<file path="config.mk">
export PLATFORM = sky130hd
export DESIGN_NAME = bcd_serial_adder
export DESIGN_NICKNAME = d
export VERILOG_FILES = /design/src/rtl/bcd_serial_adder.sv
export SDC_FILE = /design/constraint.sdc
export NUM_CORES = 1
export LEC_CHECK = 0
export ABC_CLOCK_PERIOD_IN_PS = 3760
export CAP_MARGIN = 20
export CORE_AREA = 2 2 84 70
export CTS_BUF_LIST = sky130_fd_sc_hd__clkbuf_16
export CTS_CLUSTER_SIZE = 20
export DETAILED_ROUTE_END_ITERATION = 7
export DIE_AREA = 0 0 86 72
export PLACE_DENSITY = 0.81
export SETUP_SLACK_MARGIN = 0.15
export SLEW_MARGIN = 20
export SYNTH_ARGS = -nofsm -noshare
export SYNTH_HDL_FRONTEND = slang
export SYNTH_SLANG_ARGS = --single-unit
</file>
<file path="constraint.sdc">
create_clock -name clk -period 3.76 [get_ports clk]
set_input_delay 1.128 -clock clk [delete_from_list [all_inputs] [get_ports clk]]
set_output_delay 1.128 -clock clk [all_outputs]
set_load 0.02 [all_outputs]
</file>
<file path="src/rtl/bcd_serial_adder.sv">
// bcd_serial_adder: digit-serial BCD adder, LSD first, start/busy/done handshake; BCD_SUB_EN adds nine's-complement subtract
module bcd_serial_adder #(
  parameter int DIGITS = 4
) (
  input  logic              clk,
  input  logic              rst,
  input  logic              start,
  input  logic [4*DIGITS-1:0] a,
  input  logic [4*DIGITS-1:0] b,
  input  logic              cin,
`ifdef BCD_SUB_EN
  input  logic              sub,
`endif
  output logic              busy,
  output logic              done,
  output logic [4*DIGITS-1:0] sum,
  output logic              cout,
  output logic              invalid
);
  localparam int KW = DIGITS > 1 ? $clog2(DIGITS) : 1;
  typedef enum logic [1:0] {IDLE, RUN, DONE} state_t;
  state_t state, state_n;
  logic [KW-1:0] k;
  logic [4*DIGITS-1:0] ra, rb;
  logic carry, rsub, cin_in, accept, last, hi, bad, c;
  logic [3:0] ad, bo, bd, dig;
  logic [4:0] t5;
`ifdef BCD_SUB_EN
  always_ff @(posedge clk or posedge rst)
    if (rst) rsub <= 1'b0;
    else if (accept) rsub <= sub;
  assign cin_in = sub | cin;
`else
  assign rsub = 1'b0;
  assign cin_in = cin;
`endif
  assign accept = start && state != RUN;
  assign last = k == KW'(DIGITS - 1);
  assign busy = state == RUN;
  assign done = state == DONE;
  always_comb begin
    state_n = state == RUN ? (last ? DONE : RUN) : (start ? RUN : IDLE);
    ad = ra[4*k +: 4];
    bo = rb[4*k +: 4];
    bd = rsub ? 4'd9 - bo : bo;
    t5 = {1'b0, ad} + {1'b0, bd} + {4'b0, carry};
    hi = t5 >= 5'd10;
    dig = hi ? t5[3:0] + 4'd6 : t5[3:0];
    c = hi;
    bad = ad > 4'd9 || bo > 4'd9;
  end
  always_ff @(posedge clk or posedge rst)
    if (rst) state <= IDLE;
    else state <= state_n;
  always_ff @(posedge clk or posedge rst)
    if (rst) begin
      k <= '0;
      ra <= '0;
      rb <= '0;
      carry <= 1'b0;
      sum <= '0;
      cout <= 1'b0;
      invalid <= 1'b0;
    end else if (accept) begin
      k <= '0;
      ra <= a;
      rb <= b;
      carry <= cin_in;
      sum <= '0;
      invalid <= 1'b0;
    end else if (state == RUN) begin
      k <= k + 1'b1;
      sum[4*k +: 4] <= dig;
      carry <= c;
      invalid <= invalid | bad;
      if (last) cout <= c;
    end
endmodule

</file>
## Word-level counts from Yosys, hierarchy flattened

Cells that the tools add are included.

| storage, ports and cells | value |
|---|---|
| bits in registers | 55 |
| memories kept | 0 |
| memory bits (writable) | 0 |
| latch bits | 0 |
| memory bits (read-only) | 0 |
| output and inout port bits | 20 |

| operators by class | value |
|---|---|
| reduce and logical (&&, ||, !) cells | 4 |
| shift-type cells | 4 |
| bitwise logic cells | 2 |
| eq/ne operators | 4 |
| multiply operators | 0 |
| mux-type cells | 13 |
| div/mod/pow operators | 0 |
| add/sub/neg operators | 5 |
| $lt $le $gt $ge | 3 |

Operator list:

| operator | count |
|---|---|
| negator 4 -> 34 bit | 1 |
| variable shift 4 x 34 -> 16 bit, first input constant | 1 |
| variable part select 4 x 34 -> 16 bit | 1 |
| two-way mux 16 bit | 2 |
| variable part select 16 x 5 -> 4 bit | 2 |
| bitwise mux 16 bit | 1 |
| > comparator 4 bit, second input constant | 2 |
| two-way mux 2 bit | 4 |
| adder 4 x 4 -> 5 bit | 1 |
| adder 5 x 1 -> 5 bit | 1 |
| >= comparator 5 x 4 -> 1 bit, second input constant | 1 |
| two-way mux 1 bit | 5 |
| adder 4 x 3 -> 4 bit, second input constant | 1 |
| == test 2 bit, second input constant | 2 |
| two-way mux 4 bit | 1 |
| AND reduction 3 bit | 1 |
| adder 2 x 1 -> 2 bit, second input constant | 1 |
| == test 2 x 1 -> 1 bit, second input constant | 1 |
| != test 2 x 1 -> 1 bit, second input constant | 1 |
| nonzero test 2 bit | 1 |
| logical AND 1 bit | 1 |
| logical OR 1 bit | 1 |
| inverter 1 bit | 1 |
| bitwise OR 1 bit | 1 |

## Longest topological paths before layout

Gate-level depths: netlist of run 1.

| logic depth | value |
|---|---|
| depth in word-level cells | 9 |
| depth in mapped cells | 12 |
| gate-level depth less buffers | 10 |

## Worst setup path after synthesis of run 1

OpenSTA, ideal clock, no wires.

| timing | value |
|---|---|
| kind | flip-flop to flip-flop |
| start point | reg k[0] |
| end point | reg sum[2] |
| setup time | 0.067 ns |
| arrival time | 3.372 ns |
| slack | 0.321 ns |
| buffers on the path | 2 |
| cell stages (with the launch flop) | 13 |
| required time | 3.693 ns |
| cell sequence | dfrtp_1 > clkbuf_2 > buf_2 > mux4_2 > fa_1 > fa_1 > xor2_1 > inv_1 > ha_1 > o221ai_1 > a31oi_4 > mux2i_1 > a22o_1 |

| between the ends | value |
|---|---|
| longest elaborated chain between the ends | 9 |
| elaborated cells on any way between the ends | 13 |

Ends and longest elaborated chain:

| what | line | text |
|---|---|---|
| start, declared | 23 | `logic [KW-1:0] k;` |
| start signal, assigned | 72 | `k <= k + 1'b1;` |
| variable part select 16 x 5 -> 4 bit, on equally long branches | 43, 44 |  |
| adder 4 x 4 -> 5 bit | 46 | `t5 = {1'b0, ad} + {1'b0, bd} + {4'b0, carry};` |
| adder 5 x 1 -> 5 bit | 46 |  |
| adder 4 x 3 -> 4 bit or >= comparator 5 x 4 -> 1 bit (tied branches) | 48, 47 |  |
| two-way mux 4 bit | 48 | `dig = hi ? t5[3:0] + 4'd6 : t5[3:0];` |
| variable part select 4 x 34 -> 16 bit | 73 | `sum[4*k +: 4] <= dig;` |
| bitwise mux 16 bit (*) | 73 |  |
| two-way mux 16 bit (*) | 71 | `end else if (state == RUN) begin` |
| two-way mux 16 bit (*) | 64 | `end else if (accept) begin` |
| end signal, assigned by index | 73 |  |
| end, declared | 16 | `output logic [4*DIGITS-1:0] sum,` |

Mark *: on every way between the ends. The rest lies on a longest branch, timed or not. The select of a mux whose other input is x is not followed.
A chain may end at the register's enable or synchronous reset.

## Worst setup path after layout of run 1

| timing | value |
|---|---|
| start point | reg k[0] |
| end point | reg sum[6] |

The elaborated chain is that of the path after synthesis.

==> run_results.csv, run 1 <==
group,metric,value,unit
run_status,status,"finished, final reports clean",
global_routing,overflow,0,
clock_network,cts.clk_slew.worst_paths,0.07,ns
clock_network,cts_max_level,2,
global_routing,grtUsageTotal,0.176,
setup_path,crit_fanout,10,
route,num_vias,1712,
setup_path,critPathCaptureType,"flop",
setup_path,crit_required,3.98,ns
global_routing,antenna_found_initial,0,
logic_synthesis,synth.area.top_cells,"dfrtp_1 53%, mux2_2 14%, mux4_2 7.0%, a22o_1 5.4%, ha_1 3.9%",
logic_synthesis,yosys_warnings,0,
logic_synthesis,synth_cells,186,
sta,hold_viol_final,0,
setup_path,critPathMaxStageDelay,0.45,ns
sta,finalSetupViolations,0,
setup_path,worstPathCellList,"buf_4 -> mux4_2 -> fa_1 -> fa_1 -> xor2_1 -> inv_1 -> ha_1 -> o221ai_1 -> a31oi_4 -> mux2i_2 -> a22o_1",
logic_synthesis,syn_nets,232,
setup_path,cp_slowest_cell,"fa_1",
logic_synthesis,synth-edff-count,0,
placed_design,io_buffers,55,
floorplan,ios,56,
sta,max_slew.worst_pin.slew,0.667,ns
setup_path,crit_start,"k[0]$_DFFE_PP0P_",
setup_path,worstPathArrival,3.56,ns
layout,drive_above_1_share,0.229,
global_routing,first_global_vias,1745,
setup_path,r2r_slack,0.42,ns
route,vias_per_cell,5.52,
route,dr.pass1.iters,4,
clock_network,post_cts_buffers,0,
setup_path,worst_setup_path_start_kind,"flop",
min_path,min_from,"rb[15]$_DFFE_PP0P_",
logic_synthesis,ys_ff_latch,55,
route,drtAntennaViolNets,0,
setup_path,critPathTopFamily,"adder cells",
min_path,hold_end,"rb[15]$_DFFE_PP0P_",
logic_synthesis,synth_top_area_frac,0.534,
sta,clock.fmax,0.300,GHz
sta,period_needed,3.34,ns
setup_path,criticalPathCategory,"flop to flop",
logic_synthesis,synth_cell_type_count,29,
layout,areaGrowthSynthToFinish,30.8,%
setup_path,rr_endpoint,"sum[6]$_DFFE_PP0P_",
layout,nNetsFinal,290,
setup_path,critical_path_buf_inv_count,2,
global_routing,grt_max_degree,56,
setup_path,worstSetupPathDepth,11,
logic_synthesis,yosysTopAreaCell,"dfrtp_1",
flow_run,maxCapViolCount,0,
floorplan,fp.dieH,72,um
min_path,hold_depth,1,
logic_synthesis,ys.flop_type,"dfrtp_1",
clock_network,cts_tree,"yes",
sta,drv_slew,0,
clock_network,cts_root_buf,"clkbuf_16",
clock_network,cts_buffer_depth,2,
global_routing,grt_pass1_wl,8440,um
placed_design,dp_hpwl,3740,um
logic_synthesis,synth_area,2580,um^2
floorplan,die_x,86,um
logic_synthesis,async_reset_ff_frac,1.00,
layout,layout_common_cells,"55 x dfrtp_1, 55 x clkdlybuf4s50_1, 32 x mux2_2, 16 x a22o_1, 10 x a21oi_1",
setup_path,cp_common_cell,"fa_1",
floorplan,rows,24,
setup_path,worstRegToRegCells,11,
layout,num_antenna_cells,0,
sta,setup_tns,0,ns
sta,rsz0062_at_grt,"no",
sta,finClkSkew,0.00512,ns
sta,slew-limit-headroom,0.555,
clock_network,cts.sinks,55,
placed_design,gp_congestion,0.773,
floorplan,initial_core_util,0.485,
route,post-route-drc-count,0,
floorplan,fp.dieArea,6190,um^2
route,drt_wl_total,5090,um
clock_network,hold_buffers,0,
logic_synthesis,avgSynthCellArea,13.9,um^2
route,wire_per_inst,16.4,um
clock_network,clk_latency,0.28,ns
floorplan,core,5320,um^2
setup_path,regToRegStartpoint,"k[0]$_DFFE_PP0P_",
route,drtIter0Drc,91,
logic_synthesis,synth_seq_area_share,0.534,
clock_network,numCtsBuffers,5,
sta,period_share,0.888,
min_path,hold_class,"flop to flop",
-- cells in the mapped netlist, types with 3 or more instances --
cell type / count
a21oi_1: 10
a22o_1: 16
buf_2: 7
dfrtp_1: 55
ha_1: 8
inv_1: 9
mux2_2: 32
mux2i_1: 3
mux4_2: 8
nand2_1: 3
nor2_1: 8
o21ai_0: 4
-- area by class of cell --
| cell class | count | area (um^2) |
|---|---|---|
| fill | 427 | 1940 |
| clock buffer | 5 | 125 |
| inverter | 9 | 33.8 |
| tap | 65 | 81.3 |
| multi-input combinational | 113 | 1130 |
| timing repair buffer | 60 | 588 |
| sequential | 55 | 1380 |
| clock inverter | 3 | 38.8 |
-- stage by stage --
stage                     utilization  std cells  instance area, um^2  hold WS (ns)  worst slack [ns]
after global routing            0.634        310                 3370         0.524             0.167
final                           0.634        310                 3370         0.505             0.423
after global placement          0.603        302                 3200         0.484             0.521
after detailed placement        0.603        302                 3200         0.494             0.381
after floorplan                     -        186                 2580         0.475             0.321
after CTS                       0.633        310                 3370         0.509             0.358
-- repair_timing --
item                                    CTS  global route
endpoints found under the setup margin    0             4
resized for setup                         0             1
endpoints found under the hold margin     0             0
-- state kept, by name, summed over array words and instances, names as in the netlist --
name     count
rb          16
cout         1
state        2
k            2
sum         16
ra          16
invalid      1
carry        1
-- worst register-to-register path: cells and delay by family, from the launching register on --
kind                     cells  cell delay, ns
XOR/XNOR                     1            0.19
flip-flops                   1            0.40
AO/OA/AOI/OAI                3            0.66
adder cells (fa/ha/maj)      3            1.09
buffers and inverters        2            0.29
multiplexers                 2            0.66
-- cells by family (layout without fill, tap and decap cells) --
logic type / count (synthesis) / after routing / synth area share
mux: 43 / 43 / 0.221
xor+xnor: 2 / 2 / 0.00971
fa+ha+maj: 10 / 10 / 0.0544
compound gates: 35 / 35 / 0.102
flops: 55 / 55 / 0.534
simple gates: 23 / 23 / 0.0485
buf+inv: 18 / 77 / 0.0301
-- metal layers --
layer | track usage | routed length, um | up-vias
met3 | 0.0364 | 275 | 8
met1 | 0.243 | 2300 | 847
li1 | - | - | 795
met2 | 0.285 | 2440 | 62
met5 | 0 | 0 | -
met4 | 0.0547 | 63 | 0
-- worst max path at each step --
stage | slack, ns | endpoint
3_3_place_gp | 0.52 | sum[2]$_DFFE_PP0P_
5_1_grt | 0.17 | sum[6]$_DFFE_PP0P_
6_report | 0.42 | sum[6]$_DFFE_PP0P_
4_1_cts | 0.36 | sum[6]$_DFFE_PP0P_
2_1_floorplan | 0.32 | sum[2]$_DFFE_PP0P_
3_5_place_dp | 0.38 | sum[6]$_DFFE_PP0P_
Power of run 1 is not shown: default switching activity piles up to over one toggle a cycle in this logic, so the estimate is an artifact.
==> run 2: changes to the inputs <==
Settings changed: CORE_AREA 2 2 84 70 to 2 2 88 73, DIE_AREA 0 0 86 72 to 0 0 90 75, PLACE_DENSITY 0.81 to 0.75.
==> run_results.csv, run 2 (synthesized netlist as in run 1, its figures left out) <==
group,metric,value,unit
run_status,status,"finished, final reports clean",
flow_run,maxCapViolCount,0,
clock_network,cts.sinks,55,
min_path,hold_depth,1,
setup_path,critPathCaptureType,"flop",
floorplan,initial_core_util,0.443,
placed_design,dp_hpwl,3920,um
clock_network,hold_buffers,0,
sta,hold_viol_final,0,
floorplan,die_x,90,um
global_routing,antenna_found_initial,0,
layout,final_common_cell,"clkdlybuf4s50_1",
layout,drive_above_1_share,0.243,
route,dr.pass1.iters,5,
sta,finalSetupViolations,0,
global_routing,use_met3,0.0350,
setup_path,cp_common_cell,"fa_1",
layout,areaGrowthSynthToFinish,32.5,%
layout,num_antenna_cells,0,
sta,clock.fmax,0.294,GHz
setup_path,critPathMaxStageDelay,0.53,ns
sta,period_needed,3.40,ns
sta,max_slew.worst_pin.slew,0.673,ns
global_routing,grtUsageTotal,0.165,
layout,nNetsFinal,292,
setup_path,crit_required,3.98,ns
floorplan,ios,56,
placed_design,io_buffers,55,
layout,layout_common_cells,"55 x clkdlybuf4s50_1, 54 x dfrtp_1, 32 x mux2_2, 16 x a22o_1",
route,num_vias,1711,
clock_network,cts_tree,"yes",
route,drtAntennaViolNets,0,
layout,top_regs,"ra x16, rb x16, sum x16",
setup_path,criticalPathCategory,"flop to flop",
route,drtIter0Drc,60,
route,post-route-drc-count,0,
setup_path,worst_setup_path_start_kind,"flop",
global_routing,grt_pass1_wl,8680,um
sta,rsz0062_at_grt,"no",
global_routing,first_global_vias,1758,
route,vias_per_cell,5.22,
setup_path,r2r_slack,0.36,ns
global_routing,grt_busiest_layer,"met2",
min_path,min_from,"rb[15]$_DFFE_PP0P_",
min_path,hold_class,"flop to flop",
clock_network,cts_buffer_depth,2,
global_routing,grt_max_degree,56,
setup_path,critical_path_buf_inv_count,1,
clock_network,clk_latency,0.29,ns
clock_network,numCtsBuffers,5,
sta,slew-limit-headroom,0.551,
sta,setup_tns,0,ns
floorplan,fp.dieH,75,um
floorplan,core,5820,um^2
setup_path,rr_endpoint,"sum[14]$_DFFE_PP0P_",
setup_path,worstRegToRegCells,10,
route,drt_wl_total,5220,um
floorplan,rows,25,
sta,period_share,0.904,
global_routing,overflow,0,
setup_path,crit_fanout,6,
clock_network,cts_root_buf,"clkbuf_16",
setup_path,worstPathArrival,3.62,ns
placed_design,gp_congestion,0.808,
floorplan,fp.dieArea,6750,um^2
layout,fillCellCount,496,
clock_network,cts.clk_slew.worst_paths,0.06,ns
min_path,hold_end,"rb[15]$_DFFE_PP0P_",
sta,finClkSkew,0.00412,ns
setup_path,regToRegStartpoint,"k[0]$_DFFE_PP0P_",
global_routing,use_met2,0.304,
setup_path,cp_slowest_cell,"mux4_2",
setup_path,worstPathCellList,"mux4_2 -> fa_1 -> fa_1 -> xor2_1 -> inv_1 -> ha_2 -> o221ai_2 -> a31oi_4 -> mux2i_4 -> a22o_1",
clock_network,cts_max_level,2,
route,wire_per_inst,15.9,um
global_routing,gr-usage-met1,0.203,
sta,drv_slew,0,
setup_path,critPathTopFamily,"adder cells",
==> run 2: changes by cell type in the layout (fill, tap and decap cells not counted), sizes merged <==
cell	previous run	this run
buf	5	7
inv	9	11
bufinv	1	0
clkinv	2	1
==> run 2: worst register-to-register path, stage by stage, from the launching register on <==
cell	delay, ns
dfrtp_2	0.43
mux4_2	0.53
fa_1	0.41
fa_1	0.42
xor2_1	0.21
inv_1	0.14
ha_2	0.25
o221ai_2	0.13
a31oi_4	0.32
mux2i_4	0.33
a22o_1	0.17
==> run 2: routing by layer <==
layer	vias to the layer above	part of all wire
met5	-	0
li1	802	-
met3	4	0.044
met1	858	0.45
met2	47	0.50
met4	0	0.0073
==> run 2: repair_timing <==
action	4_1_cts	5_1_grt
setup endpoints to repair	3	7
resized for setup	1	5
pin swaps	0	1
buffers inserted	0	2
==> run 2: worst max path at each step <==
stage / start / depth (start not counted) / to / slack (ns)
floorplan: k[0]$_DFFE_PP0P_ / 12 / sum[2]$_DFFE_PP0P_ / 0.32
global placement: k[0]$_DFFE_PP0P_ / 10 / sum[2]$_DFFE_PP0P_ / 0.43
detailed placement: k[0]$_DFFE_PP0P_ / 10 / sum[2]$_DFFE_PP0P_ / 0.24
CTS: k[0]$_DFFE_PP0P_ / 10 / sum[14]$_DFFE_PP0P_ / 0.18
global route: k[1]$_DFFE_PP0P_ / 10 / sum[14]$_DFFE_PP0P_ / 0.19
finish: k[0]$_DFFE_PP0P_ / 10 / sum[14]$_DFFE_PP0P_ / 0.36
==> run 2: metrics by stage <==
stage / util / hold WS, ns / instance area (um^2) / setup slack [ns] / std cells
floorplan: - / 0.475 / 2580 / 0.321 / 186
global placement: 0.556 / 0.486 / 3240 / 0.425 / 318
detailed placement: 0.556 / 0.491 / 3240 / 0.238 / 318
CTS: 0.580 / 0.509 / 3380 / 0.182 / 326
global route: 0.587 / 0.520 / 3410 / 0.187 / 328
finish: 0.587 / 0.501 / 3410 / 0.360 / 328
==> run 2: final cells by class <==
class	instances	area, um^2	share of cell area
clock buffers	5	125	0.0366
clock inverters	3	12.5	0.00366
inverters	9	33.8	0.00989
multi-input cells	113	1140	0.335
flip-flops and latches	55	1380	0.403
well taps	81	101	0.0297
repair buffers	62	619	0.181
Power of run 2 is left out for the same reason.
